[config.mk]
export PLATFORM = sky130hd
export DESIGN_NAME = shift_arbiter
export DESIGN_NICKNAME = d
export VERILOG_FILES = /design/src/rtl/shift_pkg.sv /design/src/rtl/shift_arbiter_shifter.sv /design/src/rtl/shift_arbiter.sv
export SDC_FILE = /design/constraint.sdc
export NUM_CORES = 1
export LEC_CHECK = 0
export CORE_UTILIZATION = 50
export DETAILED_ROUTE_END_ITERATION = 6
export PLACE_DENSITY_LB_ADDON = 0.25
export RECOVER_POWER = 25
export SKIP_LAST_GASP = 1
export SLEW_MARGIN = 20
export SYNTH_ARGS = -nofsm -noshare
export SYNTH_HDL_FRONTEND = slang
export SYNTH_SLANG_ARGS = --single-unit
[constraint.sdc]
create_clock -name clk -period 5.05 [get_ports clk]
set_clock_uncertainty 0.05 [all_clocks]
set_input_delay 1.01 -clock clk [delete_from_list [all_inputs] [get_ports clk]]
set_output_delay 1.01 -clock clk [all_outputs]
set_load 0.1 [all_outputs]
[src/rtl/shift_pkg.sv]
// Shared types for the shifter arbiter: request descriptor and slot state.
package shift_pkg;

   localparam int unsigned SHAMT_W = 5;
   localparam int unsigned XLEN    = 32;

   typedef struct packed {
      logic               sr;
      logic               arith;
      logic [SHAMT_W-1:0] shamt;
      logic [XLEN-1:0]    data;
   } shift_req_t;

   typedef enum logic {
      SLOT_EMPTY = 1'b0,
      SLOT_FULL  = 1'b1
   } slot_state_t;

endpackage

[src/rtl/shift_arbiter_shifter.sv]
// Single combinational barrel shifter: SLL, SRL or SRA selected by sr/arith.
module shifter
   import shift_pkg::*;
(
   input  logic               sr,
   input  logic               arith,
   input  logic [SHAMT_W-1:0] shamt,
   input  logic [XLEN-1:0]    data_in,
   output logic [XLEN-1:0]    data_out
);

   always_comb begin
      data_out = '0;
      if (!sr) begin
         data_out = data_in << shamt;
      end else if (arith) begin
         data_out = $unsigned($signed(data_in) >>> shamt);
      end else begin
         data_out = data_in >> shamt;
      end
   end

endmodule

[src/rtl/shift_arbiter.sv]
// Round-robin arbiter sharing one shifter between NREQ requesters, with a
// single registered result slot routed back to the winning requester.
module shift_arbiter
   import shift_pkg::*;
#(
   parameter int unsigned NREQ = 2
) (
   input  logic                        clk,
   input  logic                        rst_n,
   input  logic                        flush,
   input  logic [NREQ-1:0]             req_valid,
   output logic [NREQ-1:0]             req_ready,
   input  shift_req_t [NREQ-1:0]       req_op,
   output logic [NREQ-1:0]             rsp_valid,
   input  logic [NREQ-1:0]             rsp_ready,
   output logic [XLEN-1:0]             rsp_data
);

   localparam int unsigned PTR_W = (NREQ > 1) ? $clog2(NREQ) : 1;

   slot_state_t      state;
   logic [PTR_W-1:0] rr_ptr;
   logic [PTR_W-1:0] owner;
   logic [XLEN-1:0]  slot_data;
   logic [NREQ-1:0]  rsp_valid_q;

   logic             drain;
   logic             slot_free;
   logic             arb_en;
   logic [PTR_W-1:0] grant_idx;
   logic [NREQ-1:0]  grant_vec;
   logic             accept;
   shift_req_t       sel_op;
   logic [XLEN-1:0]  shift_out;

   // First valid requester after ptr, wrapping modulo NREQ.
   function automatic logic [PTR_W-1:0] rr_pick(input logic [NREQ-1:0] valid,
                                                input logic [PTR_W-1:0] ptr);
      logic [PTR_W-1:0] pick;
      logic             found;
      int unsigned      idx;
      pick  = ptr;
      found = 1'b0;
      for (int unsigned k = 1; k <= NREQ; k++) begin
         idx = (int'(ptr) + k) % NREQ;
         if (!found && valid[idx]) begin
            pick  = PTR_W'(idx);
            found = 1'b1;
         end
      end
      return pick;
   endfunction

   assign drain     = (state == SLOT_FULL) && ((rsp_valid_q & rsp_ready) != '0);
   assign slot_free = (state == SLOT_EMPTY) || drain;
   assign arb_en    = rst_n && !flush && slot_free && (req_valid != '0);
   assign grant_idx = rr_pick(req_valid, rr_ptr);

   always_comb begin
      grant_vec = '0;
      if (arb_en) begin
         grant_vec = NREQ'(1) << grant_idx;
      end
   end

   assign req_ready = grant_vec;
   assign accept    = (grant_vec != '0);
   assign sel_op    = req_op[grant_idx];

   shifter u_shifter (
      .sr       (sel_op.sr),
      .arith    (sel_op.arith),
      .shamt    (sel_op.shamt),
      .data_in  (sel_op.data),
      .data_out (shift_out)
   );

   // Flush beats accept and drain; a drain with accept keeps the slot FULL.
   always_ff @(posedge clk or negedge rst_n) begin
      if (!rst_n) begin
         state       <= SLOT_EMPTY;
         rr_ptr      <= PTR_W'(NREQ - 1);
         owner       <= '0;
         slot_data   <= '0;
         rsp_valid_q <= '0;
      end else if (flush) begin
         state       <= SLOT_EMPTY;
         rsp_valid_q <= '0;
      end else if (accept) begin
         state       <= SLOT_FULL;
         slot_data   <= shift_out;
         owner       <= grant_idx;
         rr_ptr      <= grant_idx;
         rsp_valid_q <= grant_vec;
      end else if (drain) begin
         state       <= SLOT_EMPTY;
         rsp_valid_q <= '0;
      end
   end

   assign rsp_valid = rsp_valid_q;
   assign rsp_data  = slot_data;

endmodule

== Yosys cells after proc, flatten, opt, wreduce, memory -nomap -nowiden ==
Index checks and enable logic that the tools add are counted.
Word-level totals
  output and inout bits: 36
  memories kept: 0
  bits in latches: 0
  memory bits (writable): 0
  memory bits (read-only): 0
  bits in registers: 36
  word-level logic and storage cells: 47
  input port bits: 85
Operators by class
  shift-type cells: 4
  magnitude comparators: 3
  multiply operators: 0
  muxes and demuxes: 18
  reductions and logical operators: 13
  $add $sub $neg: 2
  div/mod/pow operators: 0
  bitwise operators: 3
  eq/ne operators: 0
Operators with widths (number)
  $mux 39: 2
  $mux 32: 2
  $shl 32x5->32: 1
  $shr 32x5->32: 1
  $sshr 32x5->32: 1
  $mux 1: 10
  $mux 2: 4
  $lt 1x2->1 const B: 3
  $reduce_bool 2->1: 3
  $logic_and 1x1->1: 5
  $reduce_bool 3->1: 1
  $add 1x1->1 const B: 2
  $and 2x2->2: 1
  $logic_not 1->1: 2
  $not 1->1: 2
  $reduce_and 2->1: 1
  $shl 1x1->2 const A: 1
  $logic_or 1x1->1: 1

== Depth between registers and ports, before layout ==
Gate-level depths: netlist of run 1.
  depth after elaboration: 12
  gate-level depth with buffers: 12
  mapped depth without buffers: 8

== Hierarchy ==
A second synthesis of run 1 with hierarchy kept.
Second synthesis, totals
  cells, all modules: 646
  area, all modules: 5979.5 um^2
Modules (own cells, without submodules)
  shifter: times used 1, cells an instance 513, sequential area each 0.0 um^2, area an instance 4080.2 um^2
  shift_arbiter: times used 1, cells an instance 133, sequential area each 902.1 um^2, area an instance 1899.3 um^2

== Worst setup path before layout of run 1 ==
No wires, ideal clock.
  path type: register to output
  start: register rsp_valid_q[0], in the netlist rsp_valid[0]
  end: output port req_ready[1]
  path slack: 833 ps
  stages on the path, launching flop included: 7
  arrival time: 3157 ps
  data required time: 3990 ps
  buffers on the path: 2
  cells stage by stage: dfrtp_1 > a22oi_1 > a21oi_1 > nand2b_1 > clkbuf_1 > clkbuf_1 > nor2_1
On the way
  longest elaborated chain between the ends: 7
RTL lines
  from (decl): RTL line shift_arbiter.sv:25  | logic [NREQ-1:0] rsp_valid_q;
  from (signal assigned): RTL line shift_arbiter.sv:94  | rsp_valid_q <= grant_vec;
  $and 2x2->2: RTL line shift_arbiter.sv:54  | assign drain = (state == SLOT_FULL) && ((rsp_valid_q & rsp_ready) != '0);
  $reduce_bool 2->1: RTL line shift_arbiter.sv:54
  $logic_and 1x1->1: RTL line shift_arbiter.sv:54
  $logic_or 1x1->1: RTL line shift_arbiter.sv:55  | assign slot_free = (state == SLOT_EMPTY) || drain;
  $logic_and 1x1->1 (2 in a row): RTL line shift_arbiter.sv:56  | assign arb_en = rst_n && !flush && slot_free && (req_valid != '0);
  $mux 2: RTL line shift_arbiter.sv:61  | if (arb_en) begin
  to (decl): RTL line shift_arbiter.sv:12  | output logic [NREQ-1:0] req_ready,
No other way between the ends.

== Worst setup path after layout of run 1 ==
  start: input port req_valid[0]
  end: register slot_data[1], in the netlist rsp_data[1]
On the way
  longest elaborated chain between the ends: 11
  elaborated cells between the ends (all ways): 22
  classes of those cells: shift (4); mux (12); reduce/logical (6)
RTL lines
  from (decl): RTL line shift_arbiter.sv:11  | input logic [NREQ-1:0] req_valid,
  $mux 1 (not written as such) (2 in a row): RTL line shift_arbiter.sv:46  | if (!found && valid[idx]) begin
  $mux 1: RTL line shift_arbiter.sv:46
  $logic_not 1->1: RTL line shift_arbiter.sv:46
  $logic_and 1x1->1: RTL line shift_arbiter.sv:46
  $mux 1: RTL line shift_arbiter.sv:46
  $mux 39 (not written as such) (2 in a row): RTL line shift_arbiter.sv:68  | assign sel_op = req_op[grant_idx];
  $shr 32x5->32 or $sshr 32x5->32 (tied branches): RTL line shift_arbiter_shifter.sv:19, shift_arbiter_shifter.sv:17
  $mux 32: RTL line shift_arbiter_shifter.sv:16  | end else if (arith) begin
  $mux 32: RTL line shift_arbiter_shifter.sv:14  | if (!sr) begin
  to (signal assigned): RTL line shift_arbiter.sv:91  | slot_data <= shift_out;
  to (decl): RTL line shift_arbiter.sv:24  | logic [XLEN-1:0] slot_data;
Several ways; a longest one is shown, not always the timed one. The select of a mux whose other input is x is not followed.
A chain may end at the register's enable or synchronous reset.

==> impl_metrics.env, run 1 <==
export IMPL_setup_tns_final_ns=0
export IMPL_drc=0
export IMPL_hpwl_mm=25.55
export IMPL_max_vdd_ir_drop_mv=0.3101
export IMPL_worst_ep_required_time_ns=5.14
export IMPL_hold_viol=0
export IMPL_dp_cells=1209
export IMPL_numCtsBuffers=5
export IMPL_seq_area_frac_synth_pct=12.49
export IMPL_final_layout_size_suffix_gt1_share_pct=14.37
export IMPL_ioPinCount=121
export IMPL_hold_path_class="flop to flop"
export IMPL_antenna_cells=0
export IMPL_slew_violations=37
export IMPL_fp_dieArea_um2=14930
export IMPL_rsz0062_at_grt="false"
export IMPL_grt_max_degree=38
export IMPL_fin_cells=1217
export IMPL_drtIter0Drc=1458
export IMPL_drt_total_wl_mm=33.24
export IMPL_vias_per_cell=7.405
export IMPL_slew_headroom_pct=-44.12
export IMPL_cts_sinks=36
export IMPL_setup_viol=0
export IMPL_synth_area_top_cells="mux2i_1 (17%), dfrtp_1 (12%), mux2_2 (7.3%)"
export IMPL_syn_area_per_cell_um2=7.601
export IMPL_netlist_instances=950
export IMPL_synthMuxAreaShare_pct=29.13
export IMPL_finalCritPeriodShare_pct=85.86
export IMPL_synthXorXnorAreaFrac_pct=0
export IMPL_worst_slew_pin_slew_ns=2.162
export IMPL_yosys_warnings=0
export IMPL_h_tree_depth=2
export IMPL_clockBufferDepth=2
export IMPL_synth_nets=1035
export IMPL_ys_top_cells_by_count="mux2i_1 (123), nand2_1 (88), nor2_1 (76), o21ai_0 (67)"
export IMPL_rows=43
export IMPL_synthArstFlopShare_pct=100.0
export IMPL_die_h_um=122.2
export IMPL_cts_hold_buffers=0
export IMPL_grt_pass1_wl_mm=49.97
export IMPL_place_gp_congestion=1.092
export IMPL_ant_nets=0
export IMPL_clock_latency_ns=0.29
export IMPL_yosys_area_share_adder_pct=0
export IMPL_placed_area_um2=8563
export IMPL_cap_violations=1
export IMPL_cts_tree="built"
export IMPL_leakage_nw=3.436
export IMPL_synth_most_common_cell="mux2i_1"
export IMPL_avgRoutedWirePerCell_um=27.31
export IMPL_postCtsSetupRepairBufs=0
export IMPL_syn_area_um2=7221
export IMPL_ys_types=80
export IMPL_fin_area_um2=8726
export IMPL_path_class="input port to flop"
export IMPL_clockRootBuffer="clkbuf_16"
export IMPL_power_density_nw_per_um2=465.1
export IMPL_initial_core_util_pct=51.62
export IMPL_worstPathMaxFanout=23
export IMPL_min_period_ns=4.336
export IMPL_fillers=1342
export IMPL_synth_seq_cells=36
export IMPL_fmax_mhz=230.6
export IMPL_core_area_um2=13990
export IMPL_area_growth_synth_to_final_pct=20.85
export IMPL_cts_reportedPaths_clkPinSlew_ns=0.06
export IMPL_die_x_um=122.2
export IMPL_synth_top_family_by_area="compound AO/OA/AOI/OAI gates"
export IMPL_synth_compound_area_share_pct=30.10
export IMPL_synth_top_area_cell="mux2i_1"
export IMPL_grt_pass1_vias=8348
export IMPL_port_buffers=120
export IMPL_synth_simple_area_share_pct=21.11
export IMPL_violations="capacitance limit, slew limit"
export IMPL_worstPathArrival_ns=4.43
export IMPL_run_status="finished, violations left"
export IMPL_vias=9012
export IMPL_synth_edff_count=0
export IMPL_grt_usage_pct=44.94
export IMPL_critPathLaunchType="input port"
export IMPL_fin_nets=1121
export IMPL_synthDominantCellAreaShare_pct=17.05
export IMPL_grt_overflow_total=0
export IMPL_cts_resized=0
export IMPL_dr_pass1_iters=7
export IMPL_antenna_found_initial=0
export IMPL_ys_flop_type="dfrtp_1"
export IMPL_worst_setup_path_end_kind="flop"
==> layout by cell type (no fill, tap or decap), types with 5 or more instances in the layout <==
cell type,n
mux2i_1,123
clkdlybuf4s50_1,115
nand2_1,88
nor2_1,76
o21ai_0,67
a21oi_1,48
mux2_2,47
buf_4,46
nand3_1,40
dfrtp_1,35
a31oi_1,28
nor3_1,26
a211oi_1,25
o211ai_1,20
nand4_1,14
mux4_2,14
inv_1,12
a22oi_1,10
or3_1,9
a311oi_1,9
and2_1,8
and3_1,8
o31ai_1,8
nor2b_1,8
o221ai_1,7
a221oi_1,6
a221o_1,6
nand2b_1,5
a21o_1,5
a21boi_0,5
or2_2,5
nor4_1,5
o21ai_1,5
a2111oi_0,5
clkbuf_16,5
==> worst max-delay path, cell delays in order <==
cell,delay [ns]
clkdlybuf4s50_1,0.49
and2_1,0.37
buf_4,0.33
o21ai_2,0.18
nand2_2,0.45
a211oi_1,0.23
o31ai_1,0.55
nor2_1,0.08
o311ai_0,0.53
nand4_1,0.18
==> layout make-up <==
type | count | area [µm²] | area share (%)
clock buffers | 5 | 125.1 | 1.434
clock inverters | 3 | 42.54 | 0.4875
inverters | 12 | 45.04 | 0.5162
multi-input cells | 813 | 5812 | 66.60
flip-flops and latches | 36 | 902.1 | 10.34
well taps | 180 | 225.2 | 2.581
repair buffers | 168 | 1574 | 18.04
==> final timing paths <==
check / depth (start not counted) / slack, ns / startpoint / to
min in group asynchronous: 2 / 1.70 / rst_n / rsp_data[29]
worst max-delay path: 10 / 0.71 / req_valid[0] / rsp_data[1]
max in group asynchronous: 2 / 2.01 / rst_n / rsp_data[4]
worst min-delay path: 1 / 0.44 / rsp_data[26] / rsp_data[26]
worst max register to register: 9 / 1.33 / rr_ptr / rsp_data[1]
worst min register to register: 1 / 0.44 / rsp_data[26] / rsp_data[26]
==> metrics by stage <==
step           hold WS, ns  setup slack (ns)  util [%]  total power, mW
3_5_place_dp        0.4389            0.5703     61.22            3.568
4_1_cts             0.4515            0.7463     62.42            3.946
5_1_grt             0.4794            0.5300     62.38            4.184
3_3_place_gp        0.4224            0.6204     61.22            3.573
2_1_floorplan       0.4691            0.8329         -            2.647
6_report            0.4439            0.7139     62.38            4.058
==> registers in the layout, summed over array words and instances (netlist names) <==
register / count
rr_ptr: 1
state: 1
rsp_valid: 2
rsp_data: 32
==> per-layer routing <==
metal  track usage (%)  share of wire (%)
met2             66.95                 43
met5                 0                  0
met3             13.90                 14
met4             19.74                4.9
met1             59.35                 38
==> where the power goes <==
| part | switching, mW | internal, mW |
|---|---|---|
| clock | 0.142 | 0.232 |
| combinational | 2.27 | 0.948 |
| sequential | 0.0699 | 0.397 |
==> cells by family after synthesis <==
kind of cell	Yosys count
buf+inv	101
flops	36
mux	186
compound gates	313
simple gates	314
No activity file was read; power rests on OpenSTA's default activity.
==> run 2, diff against run 1 <==
--- a/config.mk
+++ b/config.mk
@@ -7,7 +7,7 @@
 export LEC_CHECK = 0
 export CORE_UTILIZATION = 50
 export DETAILED_ROUTE_END_ITERATION = 6
-export PLACE_DENSITY_LB_ADDON = 0.25
+export PLACE_DENSITY = 0.76
 export RECOVER_POWER = 25
 export SKIP_LAST_GASP = 1
 export SLEW_MARGIN = 20
==> impl_metrics.env, run 2 (synthesized netlist as in run 1, its figures left out) <==
export IMPL_worstPathArrival_ns=4.43
export IMPL_drc=15
export IMPL_port_buffers=120
export IMPL_avgRoutedWirePerCell_um=27.92
export IMPL_min_period_ns=4.333
export IMPL_power_internal_mw=1.550
export IMPL_grt_overflow_total=0
export IMPL_drtIter0Drc=1690
export IMPL_largest_reg_flops=32
export IMPL_seq_power_share_pct=11.7
export IMPL_vias=9130
export IMPL_setup_tns_final_ns=0
export IMPL_clockRootBuffer="clkbuf_16"
export IMPL_p_sw_share_pct=61.73
export IMPL_path_buf_inv=2
export IMPL_hpwl_mm=26.33
export IMPL_antenna_found_initial=1
export IMPL_p_switching_mw=2.500
export IMPL_rows=43
export IMPL_violations="DRC, capacitance limit, slew limit"
export IMPL_power_frac_clock_pct=8.1
export IMPL_setup_viol=0
export IMPL_critPathMaxStageDelay_ns=0.81
export IMPL_grt_usage_pct=45.87
export IMPL_hold_depth=2
export IMPL_drt_total_wl_mm=34.20
export IMPL_place_gp_congestion=1.132
export IMPL_max_vdd_ir_drop_mv=0.2913
export IMPL_cts_tree="built"
export IMPL_critPathLaunchType="input port"
export IMPL_holdPathEnd="rsp_data[29]"
export IMPL_path_class="input port to flop"
export IMPL_worst_ep_required_time_ns=5.15
export IMPL_leakage_nw=3.465
export IMPL_worst_setup_path_end_kind="flop"
export IMPL_r2r_end="rsp_data[1]"
export IMPL_hold_path_class="flop to flop"
export IMPL_cts_sinks=36
export IMPL_crit_path_start="req_valid[0]"
export IMPL_area_growth_synth_to_final_pct=21.35
export IMPL_die_x_um=122.2
export IMPL_final_cell_mix="mux2i_1 (123), clkdlybuf4s50_1 (115), nand2_1 (88)"
export IMPL_cts_reportedPaths_clkPinSlew_ns=0.06
export IMPL_worstPathMaxFanout=20
export IMPL_rsz0062_at_grt="false"
export IMPL_r2r_start="rr_ptr"
export IMPL_ioPinCount=121
export IMPL_ant_nets=0
export IMPL_run_status="finished, violations left"
export IMPL_finalPower_mw=4.051
export IMPL_layout_commonest_cell="mux2i_1"
export IMPL_clock_latency_ns=0.29
export IMPL_hold_start="rsp_data[29]"
export IMPL_vias_per_cell=7.453
export IMPL_crit_family="compound AO/OA/AOI/OAI gates"
export IMPL_comb_power_share_pct=80.2
export IMPL_final_layout_size_suffix_gt1_share_pct=14.94
export IMPL_crit_chain="clkdlybuf4s50_1, and2_1, buf_4, o21ai_0, nand2_1, a211oi_1, o31ai_1, nor2_1, o311ai_0, nand4_1"
export IMPL_worst_slew_pin_slew_ns=2.056
export IMPL_cp_slowest_cell="o31ai_1"
export IMPL_initial_core_util_pct=51.62
export IMPL_grt_max_degree=38
export IMPL_grt_pass1_vias=8501
export IMPL_postCtsSetupRepairBufs=0
export IMPL_rr_worst_depth=9
export IMPL_cts_resized=0
export IMPL_fin_nets=1128
export IMPL_h_tree_depth=2
export IMPL_fmax_mhz=230.8
export IMPL_power_density_nw_per_um2=462.3
export IMPL_slew_headroom_pct=-37.06
export IMPL_dr_pass1_iters=7
export IMPL_slew_violations=37
export IMPL_regToRegSetupSlack_ns=1.33
export IMPL_hold_viol=0
export IMPL_grt_pass1_wl_mm=50.83
export IMPL_cts_hold_buffers=0
export IMPL_cap_violations=1
export IMPL_clockBufferDepth=2
export IMPL_finalCritPeriodShare_pct=85.80
export IMPL_core_area_um2=13990
export IMPL_fp_dieArea_um2=14930
export IMPL_die_h_um=122.2
export IMPL_numCtsBuffers=5
## run 2: cell type report
type                       count  area [µm²]
tap                          180       225.2
clock buffer                   6       138.9
inverter                      12       45.04
clock inverter                 2       10.01
multi-input combinational    813        5812
timing repair buffer         175        1627
antenna                        1       2.502
fill                        1280        5226
sequential                    36       902.1
## run 2: how the worst max path moves through the flow
stage | end | slack [ns] | depth (start not counted)
after floorplan | req_ready[1] | 0.83 | 6
after global placement | rsp_data[21] | 0.62 | 9
after detailed placement | rsp_data[1] | 0.60 | 10
after CTS | rsp_data[1] | 0.90 | 10
after global routing | rsp_data[1] | 0.57 | 10
final | rsp_data[1] | 0.72 | 10
## run 2: power by group through the flow
stage               sequential, mW  clock, mW  combinational, mW
floorplan                     1.22          0               1.42
global placement             0.474          0               3.14
detailed placement           0.475          0               3.12
CTS                          0.472      0.325               3.13
global route                 0.486      0.336               3.33
finish                       0.475      0.328               3.25
## run 2: per-layer routing
metal	track usage, %	wire length (µm)	vias to the layer above
met5	3.125	57	-
met4	22.87	2032	2
met3	13.62	4903	172
met2	67.55	14290	848
met1	60.21	12920	4218
li1	-	-	3890
## run 2: per-stage QoR
step	hold WS, ns	instances	instance area [µm²]	util, %	worst slack (ns)
after floorplan	0.4691	950	7221	-	0.8329
after global placement	0.4246	1216	8616	61.59	0.6188
after detailed placement	0.4257	1216	8616	61.59	0.6015
after CTS	0.4386	1224	8765	62.66	0.9003
after global routing	0.4524	1224	8760	62.62	0.5724
final	0.4324	1225	8762	62.64	0.7172
## run 2: worst register-to-register path, cell delays in order (launching register included)
cell and delay [ns]:
dfstp_2 0.60, and2_1 0.38, buf_4 0.35, o21ai_0 0.18, nand2_1 0.36, a211oi_1 0.18
o31ai_1 0.81, nor2_1 0.08, o311ai_0 0.43, nand4_1 0.16
